[config.mk]
export PLATFORM = sky130hd
export DESIGN_NAME = sc_regshift_datapath
export DESIGN_NICKNAME = d
export VERILOG_FILES = /design/src/rtl/sc_regshift_datapath.sv
export SDC_FILE = /design/constraint.sdc
export NUM_CORES = 1
export LEC_CHECK = 0
export CAP_MARGIN = 10
export CELL_PAD_IN_SITES_DETAIL_PLACEMENT = 0
export CELL_PAD_IN_SITES_GLOBAL_PLACEMENT = 1
export CORE_AREA = 2 2 59 61
export DETAILED_ROUTE_END_ITERATION = 10
export DIE_AREA = 0 0 61 63
export GPL_ROUTABILITY_DRIVEN = 0
export HOLD_SLACK_MARGIN = 0.02
export PLACE_DENSITY_LB_ADDON = 0.1
export RECOVER_POWER = 50
export SETUP_SLACK_MARGIN = 0.5
export SYNTH_ARGS = -nofsm -noshare
export SYNTH_HDL_FRONTEND = slang
export SYNTH_SLANG_ARGS = --single-unit
[constraint.sdc]
create_clock -name SC_STATEMACHINE_GENERAL_CLOCK_50 -period 2.3 [get_ports SC_STATEMACHINE_GENERAL_CLOCK_50]
set_clock_uncertainty 0.05 [all_clocks]
set_input_delay 0.23 -clock SC_STATEMACHINE_GENERAL_CLOCK_50 [delete_from_list [all_inputs] [get_ports SC_STATEMACHINE_GENERAL_CLOCK_50]]
set_output_delay 0.23 -clock SC_STATEMACHINE_GENERAL_CLOCK_50 [all_outputs]
set_load 0.02 [all_outputs]
[src/rtl/sc_regshift_datapath.sv]
// Pattern register and shifter that executes the game state machine's active-low commands.
// Optional build macro SC_REGSHIFT_WRAP_EN makes shifts rotate instead of blocking at the edges.
module sc_regshift_datapath #(
    parameter int                       DATAWIDTH_BUS = 8,
    parameter logic [DATAWIDTH_BUS-1:0] DATA_LOAD0    = DATAWIDTH_BUS'(8'h18),
    parameter logic [DATAWIDTH_BUS-1:0] DATA_LOAD1    = DATAWIDTH_BUS'(8'h01)
) (
    input  logic                     SC_STATEMACHINE_GENERAL_CLOCK_50,
    input  logic                     SC_STATEMACHINE_GENERAL_RESET_InHigh,
    input  logic                     clear_InLow,
    input  logic                     load0_InLow,
    input  logic                     load1_InLow,
    input  logic [1:0]               shiftselection_In,
    output logic [DATAWIDTH_BUS-1:0] data_Out,
    output logic                     bottomsidecomparator_OutLow,
    output logic                     topsidecomparator_OutLow,
    output logic                     ack_OutLow,
    output logic                     blocked_OutLow,
    output logic [7:0]               movecount_Out
);

    localparam int MSB = DATAWIDTH_BUS - 1;

    localparam logic [0:0] STATE_IDLE = 1'b0;
    localparam logic [0:0] STATE_EXEC = 1'b1;

    localparam logic [1:0] SHIFT_LEFT  = 2'b01;
    localparam logic [1:0] SHIFT_RIGHT = 2'b10;

    logic [DATAWIDTH_BUS-1:0] data_r;
    logic [DATAWIDTH_BUS-1:0] dataNext_s;
    logic [7:0]               moveCount_r;
    logic [7:0]               moveCountNext_s;
    logic [0:0]               state_r;
    logic [0:0]               stateNext_s;
    logic                     exec_s;
    logic                     bottomLow_r;
    logic                     topLow_r;
`ifndef SC_REGSHIFT_WRAP_EN
    logic                     blocked_s;
    logic                     blockedLow_r;
`endif

    function automatic logic [DATAWIDTH_BUS-1:0] shiftLeft(input logic [DATAWIDTH_BUS-1:0] d);
`ifdef SC_REGSHIFT_WRAP_EN
        return {d[MSB-1:0], d[MSB]};
`else
        return {d[MSB-1:0], 1'b0};
`endif
    endfunction

    function automatic logic [DATAWIDTH_BUS-1:0] shiftRight(input logic [DATAWIDTH_BUS-1:0] d);
`ifdef SC_REGSHIFT_WRAP_EN
        return {d[0], d[MSB:1]};
`else
        return {1'b0, d[MSB:1]};
`endif
    endfunction

    function automatic logic [7:0] satIncrement(input logic [7:0] c);
        if (c == 8'hFF) begin
            return c;
        end else begin
            return c + 8'd1;
        end
    endfunction

    // Command decode: priority clear > load0 > load1 > shift > hold.
    always_comb begin
        dataNext_s      = data_r;
        moveCountNext_s = moveCount_r;
        exec_s          = 1'b0;
`ifndef SC_REGSHIFT_WRAP_EN
        blocked_s       = 1'b0;
`endif
        if (!clear_InLow) begin
            dataNext_s      = '0;
            moveCountNext_s = 8'd0;
            exec_s          = 1'b1;
        end else if (!load0_InLow) begin
            dataNext_s = DATA_LOAD0;
            exec_s     = 1'b1;
        end else if (!load1_InLow) begin
            dataNext_s = DATA_LOAD1;
            exec_s     = 1'b1;
        end else begin
            case (shiftselection_In)
                SHIFT_LEFT: begin
                    exec_s = 1'b1;
`ifdef SC_REGSHIFT_WRAP_EN
                    dataNext_s      = shiftLeft(data_r);
                    moveCountNext_s = satIncrement(moveCount_r);
`else
                    if (data_r[MSB]) begin
                        blocked_s = 1'b1;
                    end else begin
                        dataNext_s      = shiftLeft(data_r);
                        moveCountNext_s = satIncrement(moveCount_r);
                    end
`endif
                end
                SHIFT_RIGHT: begin
                    exec_s = 1'b1;
`ifdef SC_REGSHIFT_WRAP_EN
                    dataNext_s      = shiftRight(data_r);
                    moveCountNext_s = satIncrement(moveCount_r);
`else
                    if (data_r[0]) begin
                        blocked_s = 1'b1;
                    end else begin
                        dataNext_s      = shiftRight(data_r);
                        moveCountNext_s = satIncrement(moveCount_r);
                    end
`endif
                end
                default: begin
                    dataNext_s = data_r;
                end
            endcase
        end
    end

    // Control state: EXEC for every cycle in which a command was executed.
    always_comb begin
        if (exec_s) begin
            stateNext_s = STATE_EXEC;
        end else begin
            stateNext_s = STATE_IDLE;
        end
    end

    // Datapath, status and comparator registers; comparators decode the next data so they track data_Out.
    always_ff @(posedge SC_STATEMACHINE_GENERAL_CLOCK_50 or posedge SC_STATEMACHINE_GENERAL_RESET_InHigh) begin
        if (SC_STATEMACHINE_GENERAL_RESET_InHigh) begin
            data_r       <= '0;
            moveCount_r  <= 8'd0;
            state_r      <= STATE_IDLE;
            bottomLow_r  <= 1'b1;
            topLow_r     <= 1'b1;
`ifndef SC_REGSHIFT_WRAP_EN
            blockedLow_r <= 1'b1;
`endif
        end else begin
            data_r       <= dataNext_s;
            moveCount_r  <= moveCountNext_s;
            state_r      <= stateNext_s;
            bottomLow_r  <= ~dataNext_s[0];
            topLow_r     <= ~dataNext_s[MSB];
`ifndef SC_REGSHIFT_WRAP_EN
            blockedLow_r <= ~blocked_s;
`endif
        end
    end

    assign data_Out                    = data_r;
    assign movecount_Out               = moveCount_r;
    assign ack_OutLow                  = (state_r == STATE_EXEC) ? 1'b0 : 1'b1;
    assign bottomsidecomparator_OutLow = bottomLow_r;
    assign topsidecomparator_OutLow    = topLow_r;
`ifdef SC_REGSHIFT_WRAP_EN
    assign blocked_OutLow              = 1'b1;
`else
    assign blocked_OutLow              = blockedLow_r;
`endif

endmodule

==> results.cfg, run 1 <==
[logic_synthesis]
yosys_warnings = 0
netlist.area_leader.share_pct = 37.4
ys_seq_elements = 20
syn_area_um2 = 1140
async_flop_share_pct = 100
avgSynthCellArea_um2 = 9.88
synthFlopType = dfrtp_1
seq_area_frac_synth_pct = 44.4
synthTopCellsByArea = dfrtp_1 37%, dfstp_2 6.9%, ha_1 5.5%
netlist_instances = 115
synth.net_count = 127
synthTopCellsByCount = 17 x dfrtp_1, 11 x nand2_1, 9 x a21oi_1
synth_cell_types = 33
yosysMostFrequentCell = dfrtp_1
yosysTopAreaCell = dfrtp_1
synth_edf_count = 0

[placement]
dp.cells = 192
hpwl_um = 2070
placed_area_um2 = 1520
port_buffers = 26

[outcome]
status = finished clean

[sta]
timing.fmax_ghz = 0.563
finalSetupViolations = 0
holdWs_ns = 0.349
hold_viol = 0
max_slew.worst_pin.slew_ns = 0.569
finalSetupTns_ns = 0
min_period_ns = 1.78
drv_slew = 0
post-route-period-util_pct = 77.2
rsz0062_at_grt = true
maxSlewHeadroom_pct = 62.0

[worst_setup_path]
cp-end-kind = flip-flop
critPathLaunchType = flip-flop
crit_chain = ha_4, and4_2, nor2b_4, or4_1, a21oi_1
cpLargestDelayFamily = simple AND/OR/NAND/NOR gates
cp.required_ns = 2.49
cp_max_fo = 11
path_class = flip-flop to flip-flop
cp_slowest_cell = or4_1
path_buf_inv = 0
cp.arrival_ns = 1.96
worst_path_largest_cell_delay_ns = 0.49

[die]
die_area_um2 = 3840
initial_core_util_pct = 35.2
rows = 21
die_y_um = 63
die_x_um = 61
coreArea_um2 = 3230
io_pins = 27

[pwr]
internal-power_mw = 0.472
swShare_pct = 27.4
leakage_nw = 0.640
p_switching_mw = 0.178
combinationalPowerShare_pct = 16.0
peakVddDrop_mv = 0.202
p_per_area_nw_per_um2 = 398
pwr-share-seq_pct = 56.1
p_clk_share_pct = 27.9

[clock_tree]
cts-buffers-inserted = 3
clk_pin_slew_ns = 0.12
cts_tree = yes
cts-root-buf = clkbuf_4
cts_buffer_depth = 2
cts.sinks = 20
cts_max_level = 1
clock_latency_ns = 0.30
cts_hold_buf = 0

[route]
post_drt_via_cell_ratio = 5.25
drtIter0Drc = 54
num_vias = 1060
ant_nets = 0
dr.pass1.iters = 4
drc = 0
wirelength_um = 2850
wl_per_cell_um = 14.1

[flow_run]
drv_cap = 0

[hold_path]
min_path_type = primary input to asynchronous set/reset pin

[finish]
fin_area_um2 = 1630
area_growth_pct = 43.7
finalNonFillerCells = 202
antenna_cells = 0
nets = 169
drive_gt1_share_pct = 23.7

[grt]
grt_pass1_wl_um = 4710
grt_pass1_vias = 1041
overflow = 0
globalRouteTotalUtil_pct = 16.1
antenna_found_initial = 0
grt_max_degree = 15
==> power groups by stage <==
stage,combinational (mW),sequential (mW),clock (mW)
final,0.104,0.364,0.181
after CTS,0.107,0.364,0.189
after floorplan,0.0467,0.376,0
after global routing,0.113,0.365,0.210
after global placement,0.0976,0.372,0
after detailed placement,0.0974,0.372,0
==> worst paths after layout <==
check,start,to,slack [ns],depth (start not counted)
max,movecount_Out[1],movecount_Out[5],0.52,5
max in group asynchronous,SC_STATEMACHINE_GENERAL_RESET_InHigh,blocked_OutLow,1.11,3
min in group SC_STATEMACHINE_GENERAL_CLOCK_50,shiftselection_In[1],state_r,0.38,3
max reg2reg,movecount_Out[1],movecount_Out[5],0.52,5
min reg2reg,data_Out[5],data_Out[5],0.53,1
min,SC_STATEMACHINE_GENERAL_RESET_InHigh,movecount_Out[6],0.35,2
==> metrics by stage <==
step           power [mW]  worst slack [ns]  utilization [%]
2_1_floorplan       0.423             0.535                -
3_3_place_gp        0.469            0.0607             47.0
3_5_place_dp        0.469            0.0459             47.0
4_1_cts             0.660             0.481             50.2
5_1_grt             0.689             0.457             50.5
6_report            0.649             0.525             50.5
==> sequential cells by signal, indices dropped and copies added (netlist names) <==
signal	count
state_r	1
blocked_OutLow	1
movecount_Out	8
bottomsidecomparator_OutLow	1
topsidecomparator_OutLow	1
data_Out	8
==> metal layers <==
layer  up-vias  wire (um)  track usage (%)
met1       516       1300             20.4
met4         0         53             6.79
li1        516          -                -
met3         5         64             1.86
met5         -          0                0
met2        23       1430             26.7
==> layout make-up <==
cell class | instances | area (um2)
clock buffer | 4 | 26.3
fill | 308 | 1600
inverter | 7 | 26.3
multi-input combinational | 84 | 653
sequential | 20 | 510
tap | 46 | 57.6
timing repair buffer | 41 | 359
==> repair_timing <==
action                                  in CTS  in global routing
pin swaps                                    5                  2
buffers inserted                             4                  2
cloned                                       0                  0
gates resized for setup                     11                 10
endpoints found under the setup margin      11                 18
==> cells by family after synthesis <==
| family | after synthesis | share of synthesized area [%] |
|---|---|---|
| flip-flops | 20 | 44.4 |
| buffers and inverters | 11 | 3.74 |
| multiplexers | 1 | 0.881 |
| AND/OR/NAND/NOR | 39 | 20.4 |
| adder cells (fa/ha/maj) | 5 | 5.51 |
| AO/OA/AOI/OAI | 39 | 25.1 |
==> layout by cell type (no fill, tap or decap), types with 2 or more instances in the layout <==
cell and count:
inv_1 6, dfrtp_2 5, nor2b_4 2, a22oi_1 2
dlygate4sd3_1 2, nand2_1 10, buf_4 12, nand3_1 5
o31ai_1 3, a22o_1 7, a21o_1 2, nor2b_1 2
o21ai_0 6, clkbuf_4 3, clkdlybuf4s50_1 21, ha_1 3
dfstp_2 3, a21oi_1 8, or4_1 4, nand2b_1 2
clkbuf_1 5, o21a_1 5, dfrtp_1 12, ha_4 2
nand4_1 3
No activity file was read; power rests on OpenSTA's default activity.
==> run 2: changes to the inputs <==
CORE_AREA = 2 2 62 64   (was 2 2 59 61)
DIE_AREA = 0 0 64 66   (was 0 0 61 63)
clock period = 1.62 ns   (was 2.3 ns; I/O delays follow)
==> run 2 against run 1 <==
Effect of this change:
- the flow now finishes with violations (setup timing)
- sequential cell count unchanged
- routed wire length up 28%
- sequential share of layout area down 8.0 points
==> results.cfg, run 2 (synthesis gave the netlist of run 1 again) <==
[route]
num_vias = 1232
wirelength_um = 3660
ant_nets = 0
drtIter0Drc = 58
drc = 0
wl_per_cell_um = 15.1
post_drt_via_cell_ratio = 5.09
dr.pass1.iters = 4

[finish]
final_cell_mix = 40 x buf_6, 27 x buf_4, 13 x dfrtp_1
antenna_cells = 0
drive_gt1_share_pct = 59.8
area_growth_pct = 92.5
multi_input_comb_area_um2 = 798
fillers = 296
final_core_util_pct = 61.6
seqCellArea_um2 = 509
fin_area_um2 = 2190
layout_commonest_cell = buf_6
nets = 207

[clock_tree]
cts_tree = yes
cts-buffers-inserted = 3
cts_buffer_depth = 2
cts.sinks = 20
clk_pin_slew_ns = 0.13
cts_max_level = 1
clock_latency_ns = 0.32
cts-root-buf = clkbuf_4

[worst_setup_path]
path_buf_inv = 1
cpLargestDelayFamily = simple AND/OR/NAND/NOR gates
r2r_cells = 5
cp.required_ns = 1.82
r2r_start = data_Out[7]
regToRegSetupSlack_ns = -0.13
cp.arrival_ns = 1.95
worst_path_largest_cell_delay_ns = 0.50
cp_slowest_cell = or4_4
cp_max_fo = 4
path_class = flip-flop to flip-flop
reg2reg_to = movecount_Out[3]
crit_chain = and2b_2, o2111ai_4, buf_6, or4_4, a21oi_2
cp-end-kind = flip-flop
critPathLaunchType = flip-flop

[die]
coreArea_um2 = 3550
initial_core_util_pct = 32.0
die_x_um = 64
die_y_um = 66
io_pins = 27
rows = 22
die_area_um2 = 4220

[sta]
fin_ws_ns = -0.129
min_period_ns = 1.75
drv_slew = 0
timing.fmax_ghz = 0.572
max_slew.worst_pin.slew_ns = 1.16
finalSetupTns_ns = -0.505
rsz0062_at_grt = true
maxSlewHeadroom_pct = 22.6
hold_viol = 0
post-route-period-util_pct = 108
finalSetupViolations = 9
holdWs_ns = 0.267

[grt]
overflow = 0
globalRouteTotalUtil_pct = 17.9
grt_pass1_vias = 1235
grt_pass1_wl_um = 5890
grt_max_degree = 21
antenna_found_initial = 0

[hold_path]
hold_depth = 3
min_path_type = primary input to flip-flop
hold_end = state_r
worstHoldStart = shiftselection_In[1]

[placement]
port_buffers = 26
hpwl_um = 2330
placed_area_um2 = 1760
dp_slack_ns = -0.622

[outcome]
status = complete, but fails checks
violations = setup timing

[pwr]
p_per_area_nw_per_um2 = 544
peakVddDrop_mv = 0.362
leakage_nw = 0.940

[flow_run]
drv_cap = 0
## run 2: per-layer routing
layer | vias to the layer above | GRT usage (%) | routed length (um)
met3 | 4 | 4.09 | 119
met1 | 601 | 22.6 | 1650
met5 | - | 0 | 0
met4 | 0 | 4.35 | 34
met2 | 30 | 31.0 | 1850
li1 | 597 | - | -
## run 2: how the worst max path moves through the flow
stage	startpoint	to	slack [ns]	cells past startpoint
after global placement	shiftselection_In[1]	movecount_Out[4]	-0.57	7
final	data_Out[7]	movecount_Out[3]	-0.13	5
after floorplan	movecount_Out[1]	movecount_Out[4]	-0.13	6
after CTS	data_Out[7]	movecount_Out[3]	-0.1	5
after global routing	data_Out[7]	movecount_Out[0]	-0.19	6
after detailed placement	shiftselection_In[1]	movecount_Out[3]	-0.62	7
## run 2: worst reg2reg max path, delay by kind of cell (launching register included)
| kind | cells | cell delay, ns |
|---|---|---|
| AO/OA/AOI/OAI | 2 | 0.31 |
| buffers and inverters | 1 | 0.16 |
| flip-flops | 1 | 0.42 |
| AND/OR/NAND/NOR | 2 | 0.75 |
## run 2: stage by stage
| step | power [mW] | cells |
|---|---|---|
| 3_5_place_dp | 0.715 | 215 |
| 6_report | 1.19 | 242 |
| 2_1_floorplan | 0.617 | 115 |
| 5_1_grt | 1.24 | 242 |
| 3_3_place_gp | 0.712 | 215 |
| 4_1_cts | 1.17 | 236 |
## run 2: report_power, final
part           internal (mW)  switching, mW
Combinational          0.122          0.125
Sequential             0.509        0.00651
Clock                  0.250          0.176
Total                  0.881          0.308
## run 2: final cells by class
class	count	area share, %
Clock buffer	3	1.03
Clock inverter	1	1.37
Inverter	7	2.00
Multi-Input combinational cell	84	36.5
Sequential cell	20	23.3
Tap cell	48	2.75
Timing Repair Buffer	79	33.1
## run 2: timing repair
item	4_1_cts	5_1_grt
resized for setup	150	38
buffers inserted	17	6
endpoints found under the setup margin	39	36
pin swaps	11	11
hold buffers	0	0
==> run 3: changes to the inputs <==
clock period = 1.6 ns   (was 1.62 ns; I/O delays follow)
==> run 3 against run 2 <==
Effect of this change:
- the flow still finishes with violations (setup timing)
- sequential cell count did not move
- clock power is 39% lower
- total power is 14% lower
- setup slack improved by 0.093 ns
- cell count down 0.83%
- hold slack improved by 0.096 ns
- first-iteration DRC count up 1.7%
- die area is the same
- critical path type unchanged
- critical endpoint is now movecount_Out[4]
- largest cell class unchanged
- highest routed layer unchanged
==> results.cfg, run 3 (synthesis gave the netlist of run 1 again) <==
[die]
rows = 22
coreArea_um2 = 3550
io_pins = 27
die_y_um = 66
initial_core_util_pct = 32.0
die_x_um = 64
die_area_um2 = 4220

[hold_path]
worstHoldStart = shiftselection_In[1]
min_path_type = primary input to flip-flop

[clock_tree]
cts_tree = yes
cts-buffers-inserted = 3
cts-root-buf = clkbuf_4
cts_hold_buf = 0
cts_buffer_depth = 2
clk_pin_slew_ns = 0.12
clock_latency_ns = 0.31
cts.sinks = 20
cts_max_level = 1

[placement]
hpwl_um = 2330
placed_area_um2 = 1740
port_buffers = 26

[sta]
post-route-period-util_pct = 102
timing.fmax_ghz = 0.611
min_period_ns = 1.64
finalSetupViolations = 6
maxSlewHeadroom_pct = 24.3
max_slew.worst_pin.slew_ns = 1.14
hold_viol = 0
drv_slew = 0
fin_ws_ns = -0.0359
rsz0062_at_grt = true
finalSetupTns_ns = -0.129

[pwr]
leakage_nw = 0.889
p_per_area_nw_per_um2 = 487
p_switching_mw = 0.293
swShare_pct = 28.8
total_power_mw = 1.02
p_clk_share_pct = 25.6
combinationalPowerShare_pct = 23.3
pwr-share-seq_pct = 51.1
internal-power_mw = 0.725
peakVddDrop_mv = 0.265

[worst_setup_path]
cp.arrival_ns = 1.83
cp.required_ns = 1.80
cp_max_fo = 6
path_class = flip-flop to flip-flop
r2r_start = data_Out[7]
cp-startpoint = data_Out[7]
critPathLaunchType = flip-flop
cp-end-kind = flip-flop

[finish]
area_growth_pct = 83.9
nets = 205
layout_commonest_cell = buf_6
final_cell_mix = 34 x buf_6, 29 x buf_4, 13 x dfrtp_1
drive_gt1_share_pct = 57.3
final_core_util_pct = 58.8
fin_area_um2 = 2090
antenna_cells = 0

[grt]
grt_max_degree = 21
overflow = 0
grt_pass1_wl_um = 5960
globalRouteTotalUtil_pct = 18.5
grt_pass1_vias = 1238
antenna_found_initial = 0

[outcome]
status = complete, but fails checks
violations = setup timing

[route]
dr.pass1.iters = 4
wl_per_cell_um = 15.3
num_vias = 1223
drc = 0
post_drt_via_cell_ratio = 5.10
drtIter0Drc = 59
wirelength_um = 3680
ant_nets = 0

[flow_run]
drv_cap = 0
[run 3: cell count changes in the layout (fill, tap and decap cells not counted), moves of 2 or more]
cell      previous run  this run
buf_4               27        29
buf_6               40        34
clkbuf_1             6         8
nand2_1              7         9
or4_1                3         1
or4_4                1         3
[run 3: area by class of cell]
| type | instances | area, um2 |
|---|---|---|
| Timing Repair Buffer | 76 | 674 |
| Sequential cell | 20 | 509 |
| Fill cell | 321 | 1460 |
| Tap cell | 48 | 60.1 |
| Multi-Input combinational cell | 85 | 778 |
| Clock buffer | 4 | 26.3 |
| Inverter | 7 | 41.3 |
[run 3: layer usage]
| layer | up-vias | GRT usage [%] | routed length (um) |
|---|---|---|---|
| li1 | 594 | - | - |
| met1 | 605 | 22.6 | 1570 |
| met2 | 20 | 33.6 | 1990 |
| met3 | 4 | 2.21 | 78 |
| met4 | 0 | 5.98 | 38 |
| met5 | - | 0 | 0 |
[run 3: critical path: stages, from the launching register on]
cell       delay [ns]
dfrtp_2          0.41
and2b_4          0.30
o2111ai_4        0.18
or4_1            0.51
a21oi_1          0.13
[run 3: power by group through the flow]
stage | Clock [mW] | Sequential [mW] | Combinational [mW]
CTS | 0.274 | 0.520 | 0.225
global route | 0.297 | 0.522 | 0.254
detailed placement | 0 | 0.531 | 0.193
finish | 0.261 | 0.520 | 0.237
floorplan | 0 | 0.542 | 0.0848
global placement | 0 | 0.531 | 0.190
[run 3: path summary, 6_finish.rpt]
| check | end | slack [ns] | cells after the start |
|---|---|---|---|
| max reg2reg | movecount_Out[4] | -0.04 | 4 |
| min | topsidecomparator_OutLow | 0.36 | 5 |
| max | movecount_Out[4] | -0.04 | 4 |
| max in group asynchronous | data_Out[7] | 0.16 | 3 |
| min in group asynchronous | movecount_Out[4] | 0.57 | 3 |
| min reg2reg | movecount_Out[2] | 0.58 | 2 |
[run 3: stage by stage]
stage / hold WS (ns) / std cells / worst slack (ns)
floorplan: 0.0713 / 115 / -0.152
global placement: 0.460 / 212 / -0.593
detailed placement: 0.463 / 212 / -0.649
CTS: 0.104 / 233 / -0.0418
global route: 0.370 / 240 / -0.103
finish: 0.363 / 240 / -0.0359
[run 3: repair_timing]
item	4_1_cts	5_1_grt
endpoints found under the setup margin	40	38
cloned	1	0
setup buffers	16	7
pin swaps	12	5
resized for setup	149	25
